==> config.mk <==
export PLATFORM = sky130hd
export DESIGN_NAME = ch1_sweep
export DESIGN_NICKNAME = d
export VERILOG_FILES = /design/src/rtl/apu_pkg.sv /design/src/rtl/ch1_sweep_calc.sv /design/src/rtl/ch1_sweep.sv
export SDC_FILE = /design/constraint.sdc
export NUM_CORES = 1
export LEC_CHECK = 0
export CORE_MARGIN = 2
export CORE_UTILIZATION = 28
export DETAILED_ROUTE_END_ITERATION = 12
export PLACE_DENSITY = 0.56
export SKIP_LAST_GASP = 1
export SYNTH_ARGS = -nofsm -noshare
export SYNTH_HDL_FRONTEND = slang
export SYNTH_SLANG_ARGS = --single-unit
==> constraint.sdc <==
create_clock -name clk -period 15.45 [get_ports clk]
set_input_delay 3.8625 -clock clk [delete_from_list [all_inputs] [get_ports clk]]
set_output_delay 3.8625 -clock clk [all_outputs]
set_load 0.02 [all_outputs]
==> src/rtl/apu_pkg.sv <==
// Shared APU types and NR10 field decoders.
// The register file drives NR10 inverted, so every field is complemented here.
package apu_pkg;

    typedef enum logic [1:0] {
        IDLE  = 2'd0,
        CALC  = 2'd1,
        WRITE = 2'd2,
        CHECK = 2'd3
    } sweep_state_t;

    localparam logic [10:0] FREQ_MAX = 11'h7FF;

    function automatic logic [2:0] nr10_period(input logic [6:0] nff10);
        return ~nff10[6:4];
    endfunction

    function automatic logic nr10_negate(input logic [6:0] nff10);
        return ~nff10[3];
    endfunction

    function automatic logic [2:0] nr10_shift(input logic [6:0] nff10);
        return ~nff10[2:0];
    endfunction

endpackage

==> src/rtl/ch1_sweep_calc.sv <==
// Sweep arithmetic: shadow +/- (shadow >> shift), one bit wider than the frequency.
// Only an addition can carry into the top bit; a subtraction never goes below zero.
module ch1_sweep_calc #(
    parameter int FREQ_W = 11
) (
    input  logic [FREQ_W-1:0] shadow,
    input  logic [2:0]        shift,
    input  logic              negate,
    output logic [FREQ_W:0]   result,
    output logic              overflow
);
    logic [FREQ_W:0] ext;
    logic [FREQ_W:0] delta;

    assign ext      = {1'b0, shadow};
    assign delta    = ext >> shift;
    assign result   = negate ? (ext - delta) : (ext + delta);
    assign overflow = !negate && result[FREQ_W];

endmodule

==> src/rtl/ch1_sweep.sv <==
// Channel-1 frequency sweep: shadow register, sweep timer and the
// IDLE/CALC/WRITE/CHECK sequencer that reloads the channel counter via acc_d/cope.
module ch1_sweep
    import apu_pkg::*;
#(
    parameter int FREQ_W         = 11,
    parameter int PERIOD_ZERO_AS = 8
) (
    input  logic              clk,
    input  logic              napu_reset,
    input  logic [6:0]        nff10,
    input  logic [FREQ_W-1:0] freq_in,
    input  logic              ch1_restart,
    input  logic              sweep_tick,
    output logic [FREQ_W-1:0] acc_d,
    output logic              cope,
    output logic              ch1_off,
    output logic              busy
);
    // Wide enough to hold the period-zero reload value without truncation.
    localparam int TMR_W = $clog2(PERIOD_ZERO_AS + 1);

    sweep_state_t      state, state_nx;
    logic [TMR_W-1:0]  timer, timer_reload;
    logic [FREQ_W-1:0] shadow, acc_q;
    logic              sw_en, neg_used;

    logic [2:0]        period, shift;
    logic              negate;
    logic [FREQ_W:0]   calc_res;
    logic              calc_ovf;
    logic              ovf_off, quirk, timer_expired;

    assign period = nr10_period(nff10);
    assign negate = nr10_negate(nff10);
    assign shift  = nr10_shift(nff10);

    assign timer_reload  = (period == 3'd0) ? TMR_W'(PERIOD_ZERO_AS) : TMR_W'(period);
    assign timer_expired = !(timer > TMR_W'(1));

    // Leaving negate mode after a subtraction has been used kills the channel.
    assign quirk = neg_used && !negate;

    ch1_sweep_calc #(.FREQ_W(FREQ_W)) u_calc (
        .shadow   (shadow),
        .shift    (shift),
        .negate   (negate),
        .result   (calc_res),
        .overflow (calc_ovf)
    );

    always_comb begin
        state_nx = state;
        cope     = 1'b0;
        ovf_off  = 1'b0;
        if (ch1_restart) begin
            // A trigger aborts any sequence in flight, including a pending WRITE.
            state_nx = (shift != 3'd0) ? CHECK : IDLE;
        end else begin
            case (state)
                IDLE: begin
                    if (sweep_tick && timer_expired && sw_en && period != 3'd0)
                        state_nx = CALC;
                end
                CALC: begin
                    if (calc_ovf) begin
                        ovf_off  = 1'b1;
                        state_nx = IDLE;
                    end else if (shift == 3'd0) begin
                        state_nx = IDLE;
                    end else begin
                        state_nx = WRITE;
                    end
                end
                WRITE: begin
                    cope     = 1'b1;
                    state_nx = CHECK;
                end
                CHECK: begin
                    ovf_off  = calc_ovf;
                    state_nx = IDLE;
                end
                default: state_nx = IDLE;
            endcase
        end
    end

    assign ch1_off = ovf_off || quirk;
    assign acc_d   = cope ? calc_res[FREQ_W-1:0] : acc_q;
    assign busy    = (state != IDLE);

    always_ff @(posedge clk or negedge napu_reset) begin
        if (!napu_reset) begin
            state    <= IDLE;
            timer    <= '0;
            shadow   <= '0;
            acc_q    <= '0;
            sw_en    <= 1'b0;
            neg_used <= 1'b0;
        end else begin
            state <= state_nx;
            if (ch1_restart) begin
                shadow   <= freq_in;
                timer    <= timer_reload;
                sw_en    <= (period != 3'd0) || (shift != 3'd0);
                neg_used <= 1'b0;
            end else begin
                if (state == IDLE && sweep_tick)
                    timer <= timer_expired ? timer_reload : timer - TMR_W'(1);
                if ((state == CALC || state == CHECK) && negate)
                    neg_used <= 1'b1;
                if (cope) begin
                    shadow <= calc_res[FREQ_W-1:0];
                    acc_q  <= calc_res[FREQ_W-1:0];
                end
                if (ovf_off)
                    sw_en <= 1'b0;
                if (quirk) begin
                    sw_en    <= 1'b0;
                    neg_used <= 1'b0;
                end
            end
        end
    end

endmodule

==> impl_results.md <==
* Total placed instance area at 2960 um^2
* Synth Flop Type: dfrtp_1
* Num CTS Buffers at 5
* Clock slew at reported path FFs at 60 ps
* Overflow after GRT at 0
* Fin. Hold Viols at 0
* Layout Area Growth over Synthesis at 19.2%
* Yosys warning count at 0
* Post-synth EDFFs at 0
* Antenna violations before repair at 0
* Core Util, Final at 34.6%
* Initial drt markers at 133
* Seq/Total Area, Yosys at 29.5%
* Setup violators final at 0
* Max incr delay on CP at 920 ps
* Critical-path top delay cell: clkdlybuf4s50_1
* Via count at 2244
* Layout cells sized above 1 at 6.87%
* IO Port Bufs at 35
* FP Rows at 34
* First-pass GRT wire length at 10700 um
* Ranking of synthesized cells by area: dfrtp_1 30%, nand2_1 8.1%, ha_1 6.9%
* Startpoint Class: input pin
* Avg WL per Cell at 13.8 um
* Synthesized area per cell at 8.37 um^2
* Finished layout cell area at 3030 um^2
* Multi-input logic area at 1660 um^2
* Worst hold-check path type: reg -> reg
* Final period util at 78.4%
* Vias/cell at 5.07
* P_leak at 1.34 nW
* Residual DRC count at 0
* DP Wirelength at 4720 um
* Synth Net Count at 341
* Non-Filler Instances at 443
* Setup crit end kind: output port
* Clock Path Buffers at 2
* Critical setup path kind: in -> out
* Final Skew at 2.64 ps
* DRT Pass-1 Iters at 4
* Chip width at 99.3 um
* CORE AREA at 8760 um^2
* Most frequent cell after synthesis: nand2_1
* Slew @ Worst Pin at 892 ps
* Initial core utilization at 29.0%
* Synth top cells by count: 55 x nand2_1, 30 x dfrtp_1, 24 x nor2_1, 24 x o21ai_0, 19 x a21oi_1
* Total negative slack at 0 ps
* Diode count at 0
* Max-cap violations at 0
* Clock net sink count at 30
* Peak supply drop at 0.0000737 V
* Post-Place Cells at 436
* Routed wire length at 6120 um
* Post-Syn Instances at 304
* CP arrival at 8240 ps
* CTS resizes at 0
* Post-synth top area cell: dfrtp_1
* Synthesized area at 2540 um^2
* Synth async-reset ratio at 100%
* Detail Route Antenna Nets at 0
* Final Total Pwr at 466 uW
* Post-synth top area share at 29.5%
* Vias in the first global route at 2219
* Final WS setup at 3340 ps
* GRT Total Usage at 13.2%
* Worst-Skew Late Latency at 280 ps
* CTS tree: yes
* CP Cell Sequence: clkdlybuf4s50_1, mux2i_1, o22ai_1, a221oi_1, ha_1, nor2_1, a21oi_1, fa_1, a211oi_1, o211ai_1, a41oi_1, xnor2_1, nand2_1, nand2_1, clkdlybuf4s50_1
* Hold slack at 467 ps
* # IOs at 36
* Final Max Slew Viols at 0
* WP data required at 11590 ps
* Power density over cell area at 154 nW/um^2
* F_max at 82.6 MHz
* Post-CTS Hold Buffers at 0
* Critical path fanouts, max at 17
* H-tree depth at 2
* Die area at 9860 um^2
* Post-synth cell types at 48
* RSZ-0062 raised after global routing: false
* Min Tclk post-route at 12110 ps
* Die height at 99.3 um
* FF+latch count, synth at 30
* Status: finished, final reports clean
* Largest net degree at the start of global routing at 31
* Placer Congestion at 0.853
* Worst slack, placed at 3360 ps
* Final nets at 372
* Slew HR at 40.4%
* CTS root buffer: clkbuf_8
* Fillers at 933
* FF+latch area at 751 um^2
* Post-CTS setup buffer count at 0
## path summary, 6_finish.rpt
kind	start	endpoint	slack (ps)	cells past startpoint
max	nff10[0]	acc_d[10]	3340	15
max in group asynchronous	napu_reset	acc_q[0]$_DFFE_PN0N_	11180	2
min reg2reg	acc_q[5]$_DFFE_PN0N_	acc_q[5]$_DFFE_PN0N_	470	2
max reg2reg	shadow[5]$_DFFE_PN0P_	sw_en$_DFFE_PN0P_	11810	12
min	acc_q[5]$_DFFE_PN0N_	acc_q[5]$_DFFE_PN0N_	470	2
min in group asynchronous	napu_reset	neg_used$_DFFE_PN0P_	3970	2
## cell families (layout without fill, tap and decap cells)
kind of cell	after synthesis	in the layout	share of synthesized area [%]
fa+ha+maj	15	15	7.67
xor+xnor	17	17	5.85
mux	23	23	9.94
buf+inv	26	57	5.41
flops	30	30	29.5
compound gates	90	90	23.4
simple gates	103	103	18.2
## sequential cells by signal, indices dropped and copies added, names as in the netlist, named ones only
name and cells:
sw_en 1, timer 4, shadow 11, acc_q 11
state 1, neg_used 1
## critical path, delay by kind of cell
kind | cells | cell delay (ps)
buffers and inverters | 2 | 1520
muxes | 1 | 300
adders and majority gates | 2 | 790
AOI/OAI and AO/OA | 6 | 1340
and+or+nand+nor | 3 | 280
xor gates and xnor gates | 1 | 150
## final cells by class
class / instances / share of cell area (%)
flip-flops and latches: 30 / 24.8
clock buffers: 7 / 2.52
repair buffers: 37 / 12.1
multi-input cells: 248 / 54.6
inverters: 13 / 1.61
well taps: 108 / 4.46
## routing by layer
layer,part of all wire [%],GRT usage (%)
met1,52,19.6
met2,43,19.8
met3,3.3,1.97
met4,1.7,3.90
met5,0,0
## report_power, final
| group | switching, mW | internal, mW | total, mW |
|---|---|---|---|
| logic | 0.156 | 0.127 | 0.283 |
| clock network | 0.0277 | 0.0309 | 0.0586 |
| registers | 0.0215 | 0.103 | 0.124 |
## cells in the final DEF, fill, tap and decap left out, types with 5 or more instances in the layout
cell type        synthesis  final
xor2_1                   6      6
nand2_1                 55     55
o21a_1                   7      7
o21ai_0                 24     24
nor2_1                  24     24
inv_1                   12     12
a21o_1                   6      6
clkdlybuf4s50_1          0     35
a21oi_1                 19     19
clkbuf_8                 1      5
xnor2_1                 11     11
ha_1                    14     14
dfrtp_1                 30     30
o211ai_1                 5      5
mux2i_1                 17     17
(Power assumes the default switching activity.)
